$ cat src/rtl/nibble_serial_add_ctrl.sv
// nibble_serial_add_ctrl
// Bit-serial-by-nibble adder: one 4-bit ripple slice is reused across
// NIBBLES cycles to add two W = 4*NIBBLES bit operands.
// Handshake in (in_valid/in_ready), result out (out_valid/out_ready).
// Optional build macro NIBBLE_SERIAL_SUB_EN adds an 'op' port; op=1 gives a - b.
module nibble_serial_add_ctrl #(
    parameter int unsigned NIBBLES = 4
) (
    input  logic                   clk,
    input  logic                   rst,
    input  logic                   in_valid,
    output logic                   in_ready,
    input  logic [4*NIBBLES-1:0]   a,
    input  logic [4*NIBBLES-1:0]   b,
    input  logic                   cin,
`ifdef NIBBLE_SERIAL_SUB_EN
    input  logic                   op,
`endif
    output logic                   out_valid,
    input  logic                   out_ready,
    output logic [4*NIBBLES-1:0]   sum,
    output logic                   cout,
    output logic                   busy
);

    localparam int unsigned W  = 4 * NIBBLES;
    localparam int unsigned IW = (NIBBLES > 1) ? $clog2(NIBBLES) : 1;
    localparam logic [IW-1:0] LAST_IDX = IW'(NIBBLES - 1);

    typedef enum logic [1:0] {
        S_IDLE,
        S_RUN,
        S_DONE
    } state_t;

    state_t          r_state;
    logic [W-1:0]    r_a;
    logic [W-1:0]    r_b;
    logic            r_carry;
    logic [IW-1:0]   r_idx;
    logic [W-1:0]    r_sum;
    logic            r_cout;
    logic            r_out_valid;
    logic            r_in_ready;
    logic            r_busy;

    logic [3:0]      w_a_nib;
    logic [3:0]      w_b_nib;
    logic [4:0]      w_slice;
    logic [W-1:0]    w_b_load;
    logic            w_carry_load;

    // Select the current nibble of each operand register.
    always_comb begin
        w_a_nib = '0;
        w_b_nib = '0;
        for (int unsigned n = 0; n < NIBBLES; n++) begin
            if (r_idx == IW'(n)) begin
                w_a_nib = r_a[4*n +: 4];
                w_b_nib = r_b[4*n +: 4];
            end
        end
    end

    // The single shared 4-bit ripple slice.
    always_comb begin
        w_slice = {1'b0, w_a_nib} + {1'b0, w_b_nib} + {4'b0000, r_carry};
    end

    // Operand B and carry as loaded at the handshake (subtract inverts B, carry=1).
    always_comb begin
`ifdef NIBBLE_SERIAL_SUB_EN
        w_b_load     = op ? ~b : b;
        w_carry_load = op ? 1'b1 : cin;
`else
        w_b_load     = b;
        w_carry_load = cin;
`endif
    end

    // Control FSM with registered handshake/status outputs and the result word.
    always_ff @(posedge clk or posedge rst) begin
        if (rst) begin
            r_state     <= S_IDLE;
            r_a         <= '0;
            r_b         <= '0;
            r_carry     <= 1'b0;
            r_idx       <= '0;
            r_sum       <= '0;
            r_cout      <= 1'b0;
            r_out_valid <= 1'b0;
            r_in_ready  <= 1'b1;
            r_busy      <= 1'b0;
        end else begin
            case (r_state)
                S_IDLE: begin
                    if (in_valid) begin
                        r_a        <= a;
                        r_b        <= w_b_load;
                        r_carry    <= w_carry_load;
                        r_idx      <= '0;
                        r_in_ready <= 1'b0;
                        r_busy     <= 1'b1;
                        r_state    <= S_RUN;
                    end
                end
                S_RUN: begin
                    for (int unsigned n = 0; n < NIBBLES; n++) begin
                        if (r_idx == IW'(n)) begin
                            r_sum[4*n +: 4] <= w_slice[3:0];
                        end
                    end
                    r_carry <= w_slice[4];
                    if (r_idx == LAST_IDX) begin
                        r_cout      <= w_slice[4];
                        r_out_valid <= 1'b1;
                        r_state     <= S_DONE;
                    end else begin
                        r_idx <= r_idx + 1'b1;
                    end
                end
                S_DONE: begin
                    if (out_ready) begin
                        r_out_valid <= 1'b0;
                        r_busy      <= 1'b0;
                        r_in_ready  <= 1'b1;
                        r_state     <= S_IDLE;
                    end
                end
                default: begin
                    r_state     <= S_IDLE;
                    r_out_valid <= 1'b0;
                    r_busy      <= 1'b0;
                    r_in_ready  <= 1'b1;
                end
            endcase
        end
    end

    assign in_ready  = r_in_ready;
    assign out_valid = r_out_valid;
    assign sum       = r_sum;
    assign cout      = r_cout;
    assign busy      = r_busy;

endmodule
$ cat config.mk
export PLATFORM = sky130hd
export DESIGN_NAME = nibble_serial_add_ctrl
export DESIGN_NICKNAME = d
export VERILOG_FILES = /design/src/rtl/nibble_serial_add_ctrl.sv
export SDC_FILE = /design/constraint.sdc
export NUM_CORES = 1
export LEC_CHECK = 0
export ABC_CLOCK_PERIOD_IN_PS = 2800
export CORE_UTILIZATION = 48
export CTS_BUF_LIST = sky130_fd_sc_hd__clkbuf_2 sky130_fd_sc_hd__clkbuf_4 sky130_fd_sc_hd__clkbuf_8
export CTS_CLUSTER_DIAMETER = 150
export CTS_CLUSTER_SIZE = 30
export DETAILED_ROUTE_END_ITERATION = 6
export PLACE_DENSITY = 0.75
export SYNTH_ARGS = -nofsm -noshare
export SYNTH_HDL_FRONTEND = slang
export SYNTH_SLANG_ARGS = --single-unit
$ cat constraint.sdc
create_clock -name clk -period 2.8 [get_ports clk]
set_clock_uncertainty 0.05 [all_clocks]
set_input_delay 0.56 -clock clk [delete_from_list [all_inputs] [get_ports clk]]
set_output_delay 0.56 -clock clk [all_outputs]
set_load 0.005 [all_outputs]
==> run_results.csv, run 1 <==
group,metric,value,unit
yosys,synth-edff-count,0,
worst_setup_path,cp-start-kind,"register",
placed_design,portBuffers,56,
floorplan,die_area,6240,sq um
worst_setup_path,critPathBufInv,1,
power_and_ir_drop,share_comb_of_total_power,52.3,%
placed_design,place_area,3470,sq um
yosys,synth_warnings,0,
global_route,grt_pass1_vias,1899,
final_layout,design_area,3680,sq um
worst_setup_path,timing.rr.start,"r_idx[1]",
floorplan,fp-row-count,27,
worst_setup_path,crit_path_end_kind,"register",
floorplan,core-area,5610,sq um
final_layout,drive_above_1_share,25.3,%
final_layout,nets,338,
detailed_routing,wl_per_cell,15.4,um
worst_setup_path,cp_max_fo,6,
timing,period_minus_slack,2.70,ns
yosys,synthArstFlopShare,100,%
yosys,yosysMostFrequentCell,"dfrtp_1",
clocking,cts_hold_buf,0,
placed_design,finalWeightedCongestion,0.808,
clocking,h-tree-depth,3,
power_and_ir_drop,p_sw,1.73,mW
floorplan,start_util,50.7,%
final_layout,n_antenna_cell,0,
timing,rsz0062_at_grt,"false",
clocking,cts_buffers,9,
worst_setup_path,arrival,2.82,ns
detailed_routing,dr.pass1.iters,4,
worst_setup_path,rrSetupSlack,0.10,ns
timing,setup_viol,0,
final_layout,fin_util,65.7,%
floorplan,io_pins,57,
placed_design,dp.final_hpwl,4120,um
power_and_ir_drop,peakVddDrop,0.653,mV
clocking,cts.sinks,57,
worst_setup_path,startpoint,"r_idx[1]",
global_route,grt-ovfl-total,0,
hold_path,hp-class,"register to register",
clocking,clockRootBuffer,"clkbuf_8",
floorplan,fp.dieW,79.0,um
worst_setup_path,criticalPathCategory,"register to register",
yosys,yosys.cell_types.count,33,
worst_setup_path,critPathTopFamily,"adder cells",
timing,worst_slew_pin_slew,0.594,ns
timing,timing.final.crit_share,96.3,%
power_and_ir_drop,pwr-share-clk,15.8,%
timing,max_clock_freq,0.371,GHz
global_route,grt_pass1_wl,9440,um
clocking,path_clk_slew,0.06,ns
detailed_routing,vias,1921,
timing,worst_slack,0.104,ns
global_route,grt_max_degree,33,
clocking,clock_path_buffers,2,
global_route,antenna_found_initial,0,
power_and_ir_drop,p_int,3.19,mW
placed_design,pre_cts_slack,0.0581,ns
clocking,cts_tree,"done",
yosys,synth.avg_cell_area,12.4,sq um
timing,hold_violations,0,
worst_setup_path,crit_path_top_delay_cell,"fa_1",
global_route,track_usage,20.3,%
worst_setup_path,max_stage_delay,0.44,ns
detailed_routing,ant_nets,0,
final_layout,syn_to_final_growth,29.5,%
worst_setup_path,path_cells,"inv_1, ha_1, a21oi_1, o21ai_0, a22o_1, fa_1, fa_2, a21o_1, a21oi_2, a221oi_1",
power_and_ir_drop,p_leak,1.69,nW
yosys,synthCells,229,
yosys,synth_seq_cells,57,
yosys,yosysTopAreaCell,"dfrtp_1",
timing,relSlewSlack,60.4,%
run_status,status,"completed",
yosys,syn_area,2850,sq um
yosys,synth_flop_cell,"dfrtp_1",
detailed_routing,wl,5680,um
yosys,ys_seq_area_share,50.2,%
detailed_routing,drc,0,
yosys,synth_nets,275,
power_and_ir_drop,switching_share,35.2,%
hold_path,min-delay-start,"sum[15]",
timing,setup_tns,0,ns
timing,drv_slew,0,
power_and_ir_drop,power.density,1340,nW/um^2
detailed_routing,via_per_inst,5.21,
clocking,clock_latency,0.33,ns
floorplan,fp.dieH,79.0,um
run,maxCapViolations,0,
worst_setup_path,required,2.93,ns
yosys,synth_area_leaders,"dfrtp_1, mux2_4, mux2_2, a22o_1, a21oi_1",
yosys,synthTopCellsByCount,"dfrtp_1, mux2_4, nand2_1",
power_and_ir_drop,pwr-share-seq,32.0,%
yosys,yosysTopAreaCellShare,49.3,%
detailed_routing,drt_iter0_drc,124,
==> worst register-to-register path, cell delays in order (launching register included) <==
cell and delay, ns:
dfrtp_1 0.42, inv_1 0.10, ha_1 0.25, a21oi_1 0.16, o21ai_0 0.10, a22o_1 0.20, fa_1 0.44, fa_2 0.37
a21o_1 0.20, a21oi_2 0.17, a221oi_1 0.10
==> cells in the final DEF (no fill, tap or decap), drive strengths merged, types with 2 or more instances in the layout <==
master	instances
mux2	41
clkdlybuf4s50	56
fa	2
o21ai	14
clkinv	2
ha	7
clkbuf	13
nor2b	3
inv	15
nand3b	4
dfrtp	56
nand2	21
buf	9
nor2	5
o31ai	4
a22o	11
a21o	2
a21oi	19
==> logic make-up after synthesis <==
family / Yosys count / share of synthesized area (%)
simple gates: 37 / 6.42
fa+ha+maj: 9 / 4.49
compound gates: 55 / 12.1
xor+xnor: 1 / 0.308
buf+inv: 28 / 5.94
flops: 57 / 50.2
mux: 42 / 20.5
==> metal layers <==
layer / vias up / share of wire, % / GRT usage, %
li1: 928 / - / -
met1: 915 / 48 / 27.9
met2: 69 / 46 / 30.5
met3: 9 / 5.1 / 5.17
met4: 0 / 1.5 / 8.55
met5: - / 0 / 0
==> metrics by stage <==
stage	total power [mW]	hold slack, ns	instances
6_report	4.92	0.434	369
5_1_grt	5.29	0.469	369
4_1_cts	4.90	0.438	368
3_5_place_dp	4.10	0.424	352
3_3_place_gp	4.01	0.412	352
2_1_floorplan	3.28	0.418	229
==> power by group through the flow <==
stage | logic [mW] | registers [mW] | clock network (mW)
finish | 2.57 | 1.57 | 0.777
global route | 2.83 | 1.63 | 0.831
CTS | 2.54 | 1.57 | 0.786
detailed placement | 2.52 | 1.58 | 0
global placement | 2.45 | 1.56 | 0
floorplan | 1.80 | 1.48 | 0
==> worst paths after layout <==
kind,to,cells past startpoint
min in group asynchronous,sum[7],2
setup reg to reg,r_carry,10
hold / removal,sum[15],2
hold reg to reg,sum[15],2
max in group asynchronous,r_a[7],3
setup / recovery,r_carry,10
==> area by class of cell <==
type | count | area [sq um]
Multi-Input combinational cell | 144 | 1260
Clock inverter | 3 | 40.0
Sequential cell | 57 | 1430
Fill cell | 446 | 1920
Tap cell | 72 | 90.1
Inverter | 15 | 56.3
Timing Repair Buffer | 65 | 653
Clock buffer | 13 | 160
==> timing repair <==
action,CTS,global route
resized for setup,0,3
endpoints found under the setup margin,0,5
setup buffers,0,1
==> sequential cells by signal (all words and copies together) (netlist names) <==
name and flops:
r_a 16, r_b 16, sum 16, r_idx 2, r_state 2, busy 1
cout 1, in_ready 1, out_valid 1, r_carry 1
No activity file was read; power rests on OpenSTA's default activity.
==> inputs of run 2 (changes only) <==
--- a/config.mk
+++ b/config.mk
@@ -15,3 +15,4 @@
 export SYNTH_ARGS = -nofsm -noshare
 export SYNTH_HDL_FRONTEND = slang
 export SYNTH_SLANG_ARGS = --single-unit
+export TNS_END_PERCENT = 1
==> results of run 2 <==
No change in the layout: final DEF, timing and power equal those of run 1.
